===== config.mk =====
export PLATFORM = sky130hd
export DESIGN_NAME = bt_pipe_out_arbiter
export DESIGN_NICKNAME = d
export VERILOG_FILES = /design/src/rtl/bt_pipe_out_arbiter.sv
export SDC_FILE = /design/constraint.sdc
export NUM_CORES = 1
export LEC_CHECK = 0
export ABC_AREA = 1
export BUFFER_PORTS_ARGS = -buffer_cell sky130_fd_sc_hd__buf_2
export CORE_ASPECT_RATIO = 1.4
export CORE_MARGIN = 2
export CORE_UTILIZATION = 41
export CTS_BUF_LIST = sky130_fd_sc_hd__clkbuf_4 sky130_fd_sc_hd__clkbuf_8 sky130_fd_sc_hd__clkbuf_16
export DETAILED_ROUTE_END_ITERATION = 12
export PLACE_DENSITY = 0.91
export SLEW_MARGIN = 20
export SYNTH_ARGS = -nofsm -noshare
export SYNTH_HDL_FRONTEND = slang
export SYNTH_SLANG_ARGS = --single-unit

===== constraint.sdc =====
create_clock -name clk -period 2.45 [get_ports clk]
set_input_delay 0.735 -clock clk [delete_from_list [all_inputs] [get_ports clk]]
set_output_delay 0.735 -clock clk [all_outputs]
set_load 0.02 [all_outputs]

===== src/rtl/bt_pipe_out_arbiter.sv =====
// bt_pipe_out_arbiter -- shares one block-throttled pipe-out endpoint between N_SRC FIFOs, one full block per grant, round-robin.
// Rev 1.0
`timescale 1ns / 1ps
`default_nettype none

module bt_pipe_out_arbiter #(
   parameter int N_SRC       = 4,
   parameter int BLOCK_WORDS = 256,
   parameter int LEVEL_W     = 11,
   parameter int GID_W       = 2
) (
   input  logic                       clk,
   input  logic                       reset_n,
   input  logic [N_SRC-1:0]           enable,
   input  logic [N_SRC*LEVEL_W-1:0]   src_level,
   input  logic [N_SRC*16-1:0]        src_data,
   output logic [N_SRC-1:0]           src_read,
   input  logic                       pipe_out_read,
   input  logic                       pipe_out_blockstrobe,
   output logic                       pipe_out_ready,
   output logic [15:0]                pipe_out_data,
   output logic [GID_W-1:0]           grant_id,
   output logic [15:0]                block_count,
   output logic                       proto_err,
   input  logic                       clear_err
);

   localparam int                CNT_W       = $clog2(BLOCK_WORDS);
   localparam logic [CNT_W-1:0]  C_LAST_WORD = CNT_W'(BLOCK_WORDS - 1);
   localparam logic [GID_W-1:0]  C_LAST_SRC  = GID_W'(N_SRC - 1);

   typedef enum logic [1:0] {
      S_IDLE  = 2'd0,
      S_ARMED = 2'd1,
      S_XFER  = 2'd2,
      S_DONE  = 2'd3
   } state_t;

   state_t            state_q, state_d;
   logic [GID_W-1:0]  grant_q, grant_d;
   logic [GID_W-1:0]  last_grant_q, last_grant_d;
   logic [CNT_W-1:0]  word_cnt_q, word_cnt_d;
   logic [15:0]       block_count_q, block_count_d;
   logic              proto_err_q, proto_err_d;

   logic [N_SRC-1:0]  w_elig;
   logic [15:0]       w_src_word [N_SRC];
   logic              w_found;
   logic [GID_W-1:0]  w_pick;
   int                w_idx;
   logic              w_err;

   generate
      for (genvar k = 0; k < N_SRC; k++) begin : g_src
         assign w_elig[k]     = enable[k] &
                                (32'(src_level[k*LEVEL_W +: LEVEL_W]) >= 32'(BLOCK_WORDS));
         assign w_src_word[k] = src_data[k*16 +: 16];
      end
   endgenerate

   // First eligible source strictly after the last completed grant, wrapping.
   always_comb begin
      w_found = 1'b0;
      w_pick  = '0;
      w_idx   = 0;
      for (int i = 1; i <= N_SRC; i++) begin
         w_idx = (int'(last_grant_q) + i) % N_SRC;
         if (!w_found && w_elig[GID_W'(w_idx)]) begin
            w_found = 1'b1;
            w_pick  = GID_W'(w_idx);
         end
      end
   end

   always_comb begin
      state_d        = state_q;
      grant_d        = grant_q;
      last_grant_d   = last_grant_q;
      word_cnt_d     = word_cnt_q;
      block_count_d  = block_count_q;
      pipe_out_ready = 1'b0;
      src_read       = '0;
      pipe_out_data  = 16'h0000;

      case (state_q)
         S_IDLE: begin
            if (w_found) begin
               grant_d = w_pick;
               state_d = S_ARMED;
            end
         end
         S_ARMED: begin
            pipe_out_ready = 1'b1;
            if (pipe_out_blockstrobe) begin
               state_d    = S_XFER;
               word_cnt_d = '0;
            end else if (!enable[grant_q]) begin
               state_d = S_IDLE;
            end
         end
         S_XFER: begin
            pipe_out_data = w_src_word[grant_q];
            if (pipe_out_read) begin
               src_read[grant_q] = 1'b1;
               word_cnt_d        = word_cnt_q + 1'b1;
               if (word_cnt_q == C_LAST_WORD) begin
                  state_d = S_DONE;
               end
            end
         end
         S_DONE: begin
            // Grant is still held so the final word, arriving now, is muxed out.
            pipe_out_data = w_src_word[grant_q];
            block_count_d = block_count_q + 16'd1;
            last_grant_d  = grant_q;
            state_d       = S_IDLE;
         end
         default: state_d = S_IDLE;
      endcase

      w_err = (pipe_out_read && (state_q != S_XFER)) ||
              (pipe_out_blockstrobe && (state_q != S_ARMED));
      if (w_err) begin
         proto_err_d = 1'b1;
      end else if (clear_err) begin
         proto_err_d = 1'b0;
      end else begin
         proto_err_d = proto_err_q;
      end
   end

   always_ff @(posedge clk or negedge reset_n) begin
      if (!reset_n) begin
         state_q       <= S_IDLE;
         grant_q       <= '0;
         last_grant_q  <= C_LAST_SRC;
         word_cnt_q    <= '0;
         block_count_q <= 16'h0000;
         proto_err_q   <= 1'b0;
      end else begin
         state_q       <= state_d;
         grant_q       <= grant_d;
         last_grant_q  <= last_grant_d;
         word_cnt_q    <= word_cnt_d;
         block_count_q <= block_count_d;
         proto_err_q   <= proto_err_d;
      end
   end

   assign grant_id    = grant_q;
   assign block_count = block_count_q;
   assign proto_err   = proto_err_q;

endmodule

`default_nettype wire

==> results of run 1 <==
[layout make-up]
cell class	instances	area share
flip-flops and latches	31	0.258
clock buffers	6	0.0274
multi-input cells	212	0.409
well taps	66	0.0274
clock inverters	2	0.0116
repair buffers	130	0.222
inverters	36	0.0448
[metrics by stage]
| step | worst slack (ns) | utilization | power [W] |
|---|---|---|---|
| global route | 0.00385 | 0.589 | 0.00270 |
| global placement | 0.339 | 0.565 | 0.00197 |
| floorplan | 0.0472 | - | 0.00156 |
| finish | 0.115 | 0.589 | 0.00254 |
| detailed placement | 0.321 | 0.565 | 0.00202 |
| CTS | 0.0199 | 0.588 | 0.00255 |
[path summary, 6_finish.rpt]
check | start | end | slack, ns | cells after the start
worst max-delay path | grant_id[0] | pipe_out_data[11] | 0.11 | 6
worst min-delay path | block_count[15] | block_count[15] | 0.47 | 1
worst max register to register | last_grant_q[0] | grant_id[1] | 0.73 | 8
worst min register to register | block_count[15] | block_count[15] | 0.47 | 1
max in group asynchronous | reset_n | grant_id[1] | 1.47 | 1
min in group asynchronous | reset_n | block_count[4] | 0.49 | 1
[cells in the final DEF (no fill, tap or decap), types with 2 or more instances in the layout]
cell / netlist / routed
a21oi_1: 22 / 12
a21oi_2: 0 / 10
a22oi_1: 32 / 32
buf_2: 3 / 124
buf_4: 0 / 5
clkbuf_8: 0 / 6
dfrtp_1: 29 / 28
dfstp_2: 2 / 2
ha_1: 2 / 2
inv_1: 31 / 31
inv_2: 4 / 4
nand2_1: 54 / 54
nand2_2: 5 / 5
nand3_1: 25 / 25
nand3_2: 2 / 2
nand4_1: 4 / 4
nand4_2: 2 / 2
nor2_1: 25 / 25
nor2_2: 2 / 2
nor2_4: 2 / 2
nor3_1: 7 / 7
o21ai_0: 4 / 4
xnor2_1: 8 / 8
xor2_1: 8 / 8
[logic make-up after synthesis]
| logic type | count (synthesis) |
|---|---|
| buf+inv | 44 |
| mux | 1 |
| simple gates | 131 |
| xor+xnor | 16 |
| flops | 31 |
| compound gates | 62 |
| fa+ha+maj | 2 |
[registers in the layout, summed over array words and instances (netlist names), named ones only]
name          flops
grant_id          2
state_q           1
word_cnt_q        8
block_count      16
last_grant_q      2
proto_err         1
[layer usage]
| layer | wire length [um] | GRT usage |
|---|---|---|
| met5 | 0 | 0 |
| met4 | 96 | 0.0890 |
| met3 | 391 | 0.0365 |
| met2 | 3320 | 0.351 |
| met1 | 2590 | 0.255 |
[worst register-to-register path, cell delays in order, from the launching register on]
cell and delay, ns:
dfstp_2 0.60, inv_1 0.14, nand3_1 0.16, nand3_1 0.10
nand2_2 0.15, nand3_1 0.10, o21ai_0 0.24, nand2_1 0.08
nand2_1 0.08
[what timing repair did]
action / in CTS / in global routing
gates resized for setup: 0 / 2
hold endpoints to repair: 0 / 0
setup endpoints to repair: 0 / 16
[power by group]
| group | total [W] | internal [W] | leakage [nW] | switching (W) |
|---|---|---|---|---|
| registers | 0.000671 | 0.000591 | 0.398 | 0.0000797 |
| clock network | 0.000520 | 0.000329 | 0.0612 | 0.000191 |
| logic | 0.00135 | 0.000519 | 1.19 | 0.000830 |
==> results.yml, run 1 <==
clocking:
  cts_buffers: 5
  cts_tree: "done"
  hold_bufs_at_cts: 0
  clock_sink_count: 31
  cts_setup_buffers: 0
  clock_tree.buffer_depth: 2
  clkLatencyLatePin_ns: 0.29
  clock-root-buffer: "clkbuf_8"
  path_clk_slew_ns: 0.07
  cts_max_level: 2
yosys:
  synthTopCellsByCount: "nand2_1, a22oi_1, inv_1, dfrtp_1"
  syn_avg_cell_area_sq_um: 7.46
  synth-edff-count: 0
  ys_async_sr_fraction: 1.00
  yosysTopAreaCell: "dfrtp_1"
  number_of_warning_messages_in_the_yosys_log: 0
  top_area_cell_type_share_of_the_netlist_area: 0.339
  synthMuxAreaShare: 0.00467
  synthesis.area_sq_um: 2140
  synth_top_family_by_area: "simple AND/OR/NAND/NOR gates"
  synth-xor-area-share: 0.0654
  syn-num-nets: 406
  synth_simple_gate_area_frac: 0.289
  synth.yosys.seq_area_share: 0.363
  largest_cells_by_area_after_synthesis: "dfrtp_1, a22oi_1, nand2_1"
  synth_flop_cell: "dfrtp_1"
  yosys.cell_count.top_type: "nand2_1"
  synth_compound_gate_area_share: 0.188
  register_bit_count_reported_by_yosys: 31
  synth_adder_area_share: 0.0117
  yosysUniqueCellTypes: 31
  syn-instance-count: 287
worst_hold_path:
  worst_min_delay_path_class: "flip-flop to flip-flop"
global_routing:
  antenna_found_initial: 0
  pin_count_of_the_biggest_net_entering_global_routing: 32
  number_of_global_route_vias_before_repair: 2232
  grt_overflow_total: 0
  global_route_wire_length_before_repair_um: 9400
  global_route.usage.total: 0.205
worst_setup_path:
  crit_family: "buffers and inverters"
  worst_path_buf_inv: 3
  critical-path-slowest-cell: "dfrtp_1"
  critPathCaptureType: "primary output"
  worst_ep_required_time_ns: 1.71
  cp_cell_sequence: "inv_1 -> nor2_1 -> buf_6 -> a22oi_1 -> a21oi_2 -> buf_2"
  critical_path.max_stage_delay_ns: 0.42
  critPathMaxFanout: 17
  arrival_ns: 1.60
  timing_worst_setup_path_type: "flip-flop to primary output"
  critPathLaunchType: "flip-flop"
sta:
  worst_hold_slack_ns: 0.470
  worst_slew_pin_slew_ns: 0.693
  skew_ns: 0.00855
  maxSlewHeadroom: 0.538
  grt_setup_unrepaired: "no"
  fmaxAchievable_ghz: 0.428
  slew_violations: 0
  timing.setup.tns_ns: 0
  setup_viol: 0
  hold_viol_final: 0
  post-route-period-util: 0.953
  min_period_ns: 2.34
placed_design:
  dp_cells: 475
  detailed_place_hpwl_um: 4950
  finalWeightedCongestion: 0.940
  placed_area_sq_um: 2890
  placement.io_buffers: 124
floorplanning:
  core_area_sq_um: 5120
  boundaryPins: 157
  die_w_um: 65.1
  fp.dieH_um: 89.5
  fp.dieArea_sq_um: 5830
  core.rowCount: 31
  initial_core_util: 0.418
layout:
  finish.cell_count_without_fillers: 483
  n_antenna_cell: 0
  fillers: 464
  ff_latch_area_sq_um: 779
  final_area_sq_um: 3020
  drive_gt1_frac: 0.408
  design.final.nets: 535
  area.growth.synth_to_final_pct: 40.8
  footprint_of_the_multi_input_gates_sq_um: 1230
route:
  remaining_drc_errors: 0
  routed_wirelength_um: 6390
  drt-wirelength-per-cell_um: 13.2
  ant_nets: 0
  avgViaCountPerCell: 5.19
  drtIter0Drc: 133
  num_vias: 2506
  firstDrtPassIters: 5
job:
  cap_violations: 0
power_and_ir_drop:
  power_density_nw_per_um2: 842
  p_leak_nw: 1.65
  peak_supply_drop_mv: 0.433
outcome:
  run_status: "complete, no violations"
No activity file was read; power rests on OpenSTA's default activity.
==> run 2: changes to the inputs <==
--- a/config.mk
+++ b/config.mk
@@ -13,6 +13,7 @@
 export CTS_BUF_LIST = sky130_fd_sc_hd__clkbuf_4 sky130_fd_sc_hd__clkbuf_8 sky130_fd_sc_hd__clkbuf_16
 export DETAILED_ROUTE_END_ITERATION = 12
 export PLACE_DENSITY = 0.91
+export RECOVER_POWER = 100
 export SLEW_MARGIN = 20
 export SYNTH_ARGS = -nofsm -noshare
 export SYNTH_HDL_FRONTEND = slang
==> results.yml, run 2 (synthesis gave the netlist of run 1 again) <==
sta:
  skew_ns: 0.0107
  worst_hold_slack_ns: 0.472
  maxSlewHeadroom: -0.118
  grt_setup_unrepaired: "no"
  timing.setup.tns_ns: 0
  slew_violations: 32
  worst_slew_pin_slew_ns: 1.68
  min_period_ns: 2.34
  hold_viol_final: 0
  setup_viol: 0
  fmaxAchievable_ghz: 0.428
  post-route-period-util: 0.953
power_and_ir_drop:
  seqPwrFrac: 0.264
  p_int_w: 0.00143
  swShare: 0.435
  p_comb_frac: 0.529
  p_leak_nw: 1.54
  net_switching_power_figure_w: 0.00110
  power_density_nw_per_um2: 859
  peak_supply_drop_mv: 0.433
  power.share.clock: 0.207
placed_design:
  detailed_place_hpwl_um: 4950
  dp_cells: 475
  finalWeightedCongestion: 0.940
  placement.io_buffers: 124
  placed_area_sq_um: 2890
route:
  firstDrtPassIters: 5
  avgViaCountPerCell: 5.24
  drt-wirelength-per-cell_um: 13.3
  drtIter0Drc: 151
  routed_wirelength_um: 6410
  num_vias: 2530
  ant_nets: 0
  remaining_drc_errors: 0
worst_setup_path:
  critical_path.startpoint: "grant_id[1]"
  reg2reg_setup_slack_ns: 0.42
  cp_cell_sequence: "nand2_1 -> clkinv_1 -> buf_4 -> a22oi_1 -> a21oi_2 -> buf_2"
  worst_ep_required_time_ns: 1.71
  arrival_ns: 1.60
  crit_family: "flip-flops"
  worst_path_buf_inv: 3
  critPathCaptureType: "primary output"
  critical_path.max_stage_delay_ns: 0.46
  timing_worst_setup_path_type: "flip-flop to primary output"
  worstSetupEndpoint: "pipe_out_data[12]"
  crit-reg2reg-capture: "block_count[12]"
  critPathLaunchType: "flip-flop"
  rr_worst_depth: 10
  cp.depth: 6
  critical-path-slowest-cell: "dfrtp_2"
  critPathMaxFanout: 17
layout:
  area.growth.synth_to_final_pct: 37.0
  design.final.nets: 535
  drive_gt1_frac: 0.324
  largest_register_ffs: 16
  n_antenna_cell: 0
  final_area_sq_um: 2930
  mostFrequentLayoutCell: "buf_2"
  finish.cell_count_without_fillers: 483
  commonest_cells_after_routing_fill_and_taps_aside: "buf_2, nand2_1, inv_1"
  fillers: 486
  footprint_of_the_multi_input_gates_sq_um: 1180
  ff_latch_area_sq_um: 779
clocking:
  cts_buffers: 5
  clock_tree.buffer_depth: 2
  cts_max_level: 2
  clkLatencyLatePin_ns: 0.29
  path_clk_slew_ns: 0.07
  clock-root-buffer: "clkbuf_8"
  cts_tree: "done"
  clock_sink_count: 31
  cts_repair_resize_count: 0
  hold_bufs_at_cts: 0
  cts_setup_buffers: 0
global_routing:
  global_route.usage.total: 0.205
  globalRouteMet1Util: 0.255
  antenna_found_initial: 0
  grt_use_met2: 0.351
  grt_overflow_total: 0
  pin_count_of_the_biggest_net_entering_global_routing: 32
  global_route_wire_length_before_repair_um: 9400
  busiest_layer: "met2"
  use_met3: 0.0365
  number_of_global_route_vias_before_repair: 2232
floorplanning:
  fp.dieArea_sq_um: 5830
  initial_core_util: 0.418
  core_area_sq_um: 5120
  fp.dieH_um: 89.5
  core.rowCount: 31
  die_w_um: 65.1
  boundaryPins: 157
worst_hold_path:
  worst_min_delay_path_class: "flip-flop to flip-flop"
job:
  cap_violations: 1
outcome:
  failing_checks: "max-capacitance violations, max-slew violations"
  run_status: "finished, violations left"
==> run 2: cell types whose count changed in the layout (fill, tap and decap cells not counted), sizes merged <==
cell    change
buf        -33
clkbuf     +33
clkinv      +1
inv         -1
==> run 2: worst reg2reg max path, cell delays in order (launching register included) <==
cell     delay, ns
dfrtp_1       0.42
nand2_1       0.22
inv_1         0.17
nand2_1       0.10
nor2_1        0.16
nand3_1       0.14
nor2_1        0.21
nand4_1       0.20
nor2_2        0.14
xnor2_1       0.13
inv_1         0.05
==> run 2: cell type report <==
cell class                 count  share of cell area
sequential                    31               0.266
tap                           66              0.0281
inverter                      36              0.0461
multi-input combinational    212               0.401
timing repair buffer         130               0.219
clock buffer                   6              0.0281
clock inverter                 2              0.0119
==> run 2: metal layers <==
layer	vias to the layer above	share of wire
met4	0	0.018
met3	15	0.061
met2	100	0.52
li1	1224	-
met1	1191	0.40
met5	-	0
==> run 2: worst min-delay path by stage <==
stage	startpoint	endpoint	slack, ns	depth (start not counted)
5_1_grt	block_count[15]	block_count[15]	0.50	1
6_report	block_count[15]	block_count[15]	0.47	1
2_1_floorplan	reset_n	asynchronous set/reset pin	0.44	0
4_1_cts	block_count[15]	block_count[15]	0.48	1
3_3_place_gp	block_count[15]	block_count[15]	0.45	1
3_5_place_dp	block_count[15]	block_count[15]	0.46	1
==> run 2: power groups by stage <==
stage / logic [W] / clock network, W / registers, W
2_1_floorplan: 0.000889 / 0 / 0.000669
3_3_place_gp: 0.00130 / 0 / 0.000671
3_5_place_dp: 0.00134 / 0 / 0.000679
4_1_cts: 0.00135 / 0.000538 / 0.000668
5_1_grt: 0.00146 / 0.000551 / 0.000676
6_report: 0.00133 / 0.000521 / 0.000665
==> run 2: through the flow <==
step	total power (W)	setup slack, ns	utilization
after CTS	0.00255	0.0199	0.588
after global placement	0.00197	0.339	0.565
final	0.00252	0.114	0.573
after floorplan	0.00156	0.0472	-
after global routing	0.00268	0.00688	0.573
after detailed placement	0.00202	0.321	0.565
==> run 3: changes to the inputs <==
--- a/config.mk
+++ b/config.mk
@@ -14,6 +14,7 @@
 export DETAILED_ROUTE_END_ITERATION = 12
 export PLACE_DENSITY = 0.91
 export RECOVER_POWER = 100
+export SETUP_SLACK_MARGIN = 0.15
 export SLEW_MARGIN = 20
 export SYNTH_ARGS = -nofsm -noshare
 export SYNTH_HDL_FRONTEND = slang
==> results.yml, run 3 (synthesis gave the netlist of run 1 again) <==
sta:
  hold_viol_final: 0
  worst_slack_ns: 0.0620
  skew_ns: 0.00914
  maxSlewHeadroom: -0.0881
  slew_violations: 32
  timing.setup.tns_ns: 0
  post-route-period-util: 0.975
  grt_setup_unrepaired: "yes"
  fmaxAchievable_ghz: 0.419
  setup_viol: 0
  worst_slew_pin_slew_ns: 1.63
  min_period_ns: 2.39
layout:
  drive_gt1_frac: 0.393
  area.growth.synth_to_final_pct: 49.4
  final_core_utilization: 0.625
  mostFrequentLayoutCell: "buf_2"
  largest_register_ffs: 16
  design.final.nets: 548
  commonest_cells_after_routing_fill_and_taps_aside: "buf_2, nand2_1, inv_1"
  finish.cell_count_without_fillers: 498
  final_area_sq_um: 3200
clocking:
  cts_tree: "done"
  clkLatencyLatePin_ns: 0.29
  hold_bufs_at_cts: 0
  clock_sink_count: 31
  cts_buffers: 5
  clock_tree.buffer_depth: 2
  cts_max_level: 2
  clock-root-buffer: "clkbuf_8"
  path_clk_slew_ns: 0.07
power_and_ir_drop:
  swShare: 0.438
  peak_supply_drop_mv: 0.559
  power_density_nw_per_um2: 895
  p_int_w: 0.00161
  p_comb_frac: 0.619
  power.share.clock: 0.144
  net_switching_power_figure_w: 0.00125
  seqPwrFrac: 0.237
  p_leak_nw: 1.63
placed_design:
  detailed_place_hpwl_um: 5020
  dp_worst_setup_slack_ns: 0.211
  placed_area_sq_um: 2900
  placement.io_buffers: 124
  finalWeightedCongestion: 0.830
  dp_cells: 475
global_routing:
  global_route.usage.total: 0.234
  global_route_wire_length_before_repair_um: 10600
  use_met3: 0.0718
  busiest_layer: "met2"
  pin_count_of_the_biggest_net_entering_global_routing: 32
  number_of_global_route_vias_before_repair: 2420
  antenna_found_initial: 1
  grt_use_met2: 0.425
  globalRouteMet1Util: 0.242
  grt_overflow_total: 0
worst_setup_path:
  timing_worst_setup_path_type: "flip-flop to primary output"
  critical_path.startpoint: "grant_id[0]"
  critPathMaxFanout: 8
  critPathCaptureType: "primary output"
  arrival_ns: 1.65
  worst_ep_required_time_ns: 1.71
  critPathLaunchType: "flip-flop"
floorplanning:
  core_area_sq_um: 5120
  boundaryPins: 157
  fp.dieH_um: 89.5
  die_w_um: 65.1
  fp.dieArea_sq_um: 5830
  core.rowCount: 31
  initial_core_util: 0.418
worst_hold_path:
  min-delay-start: "block_count[15]"
  worst_min_delay_path_class: "flip-flop to flip-flop"
route:
  remaining_drc_errors: 0
  ant_nets: 0
  routed_wirelength_um: 7310
  drt-wirelength-per-cell_um: 14.7
  firstDrtPassIters: 4
  drtIter0Drc: 134
  avgViaCountPerCell: 5.29
  num_vias: 2636
job:
  cap_violations: 1
outcome:
  failing_checks: "max-capacitance violations, max-slew violations"
  run_status: "finished, violations left"
run 3: cell types whose count changed in the layout (fill, tap and decap cells not counted), sizes merged:
cell    before  now
diode        0    2
clkinv       3    2
bufinv       1    0
buf         97  116
clkbuf      39   34
inv         34   35
run 3: what timing repair did:
item,4_1_cts,5_1_grt
endpoints found under the setup margin,16,19
endpoints found under the hold margin,0,0
pin swaps,4,16
cloned,4,0
setup buffers,5,4
resized for setup,37,27
run 3: critical path: stages, from the launching register on:
cell and delay [ns]:
dfrtp_2 0.49, inv_2 0.09, nor2_4 0.16, buf_6 0.17, a22oi_1 0.09, a21oi_1 0.18, buf_4 0.17
run 3: worst paths after layout:
kind	endpoint	slack, ns	cells after the start
hold / removal	block_count[15]	0.48	1
min in group asynchronous	block_count[13]	0.85	1
hold reg to reg	block_count[15]	0.48	1
max in group asynchronous	grant_id[0]	0.53	1
setup / recovery	pipe_out_data[3]	0.06	6
setup reg to reg	block_count[12]	0.40	10
run 3: metrics by stage:
| stage | hold WS (ns) | total power, W |
|---|---|---|
| 5_1_grt | 0.501 | 0.00302 |
| 6_report | 0.478 | 0.00286 |
| 4_1_cts | 0.479 | 0.00274 |
| 3_3_place_gp | 0.456 | 0.00198 |
| 2_1_floorplan | 0.439 | 0.00157 |
| 3_5_place_dp | 0.460 | 0.00201 |
run 3: power groups by stage:
stage	Sequential, W	Combinational [W]	Clock, W
after floorplan	0.000669	0.000903	0
after global placement	0.000673	0.00131	0
after detailed placement	0.000681	0.00133	0
after CTS	0.000681	0.00164	0.000415
after global routing	0.000689	0.00189	0.000439
final	0.000679	0.00177	0.000411
run 3: area by class of cell:
type / count / area, sq um
inverters: 36 / 138
clock buffers: 7 / 83.8
fillers: 469 / 1920
clock inverters: 1 / 5.00
repair buffers: 143 / 826
diodes: 2 / 5.00
well taps: 66 / 82.6
multi-input cells: 212 / 1280
flip-flops and latches: 31 / 779
run 3: layer usage:
| metal | vias up | share of wire |
|---|---|---|
| met5 | - | 0 |
| met4 | 0 | 0.042 |
| met2 | 127 | 0.49 |
| li1 | 1260 | - |
| met3 | 31 | 0.097 |
| met1 | 1218 | 0.37 |
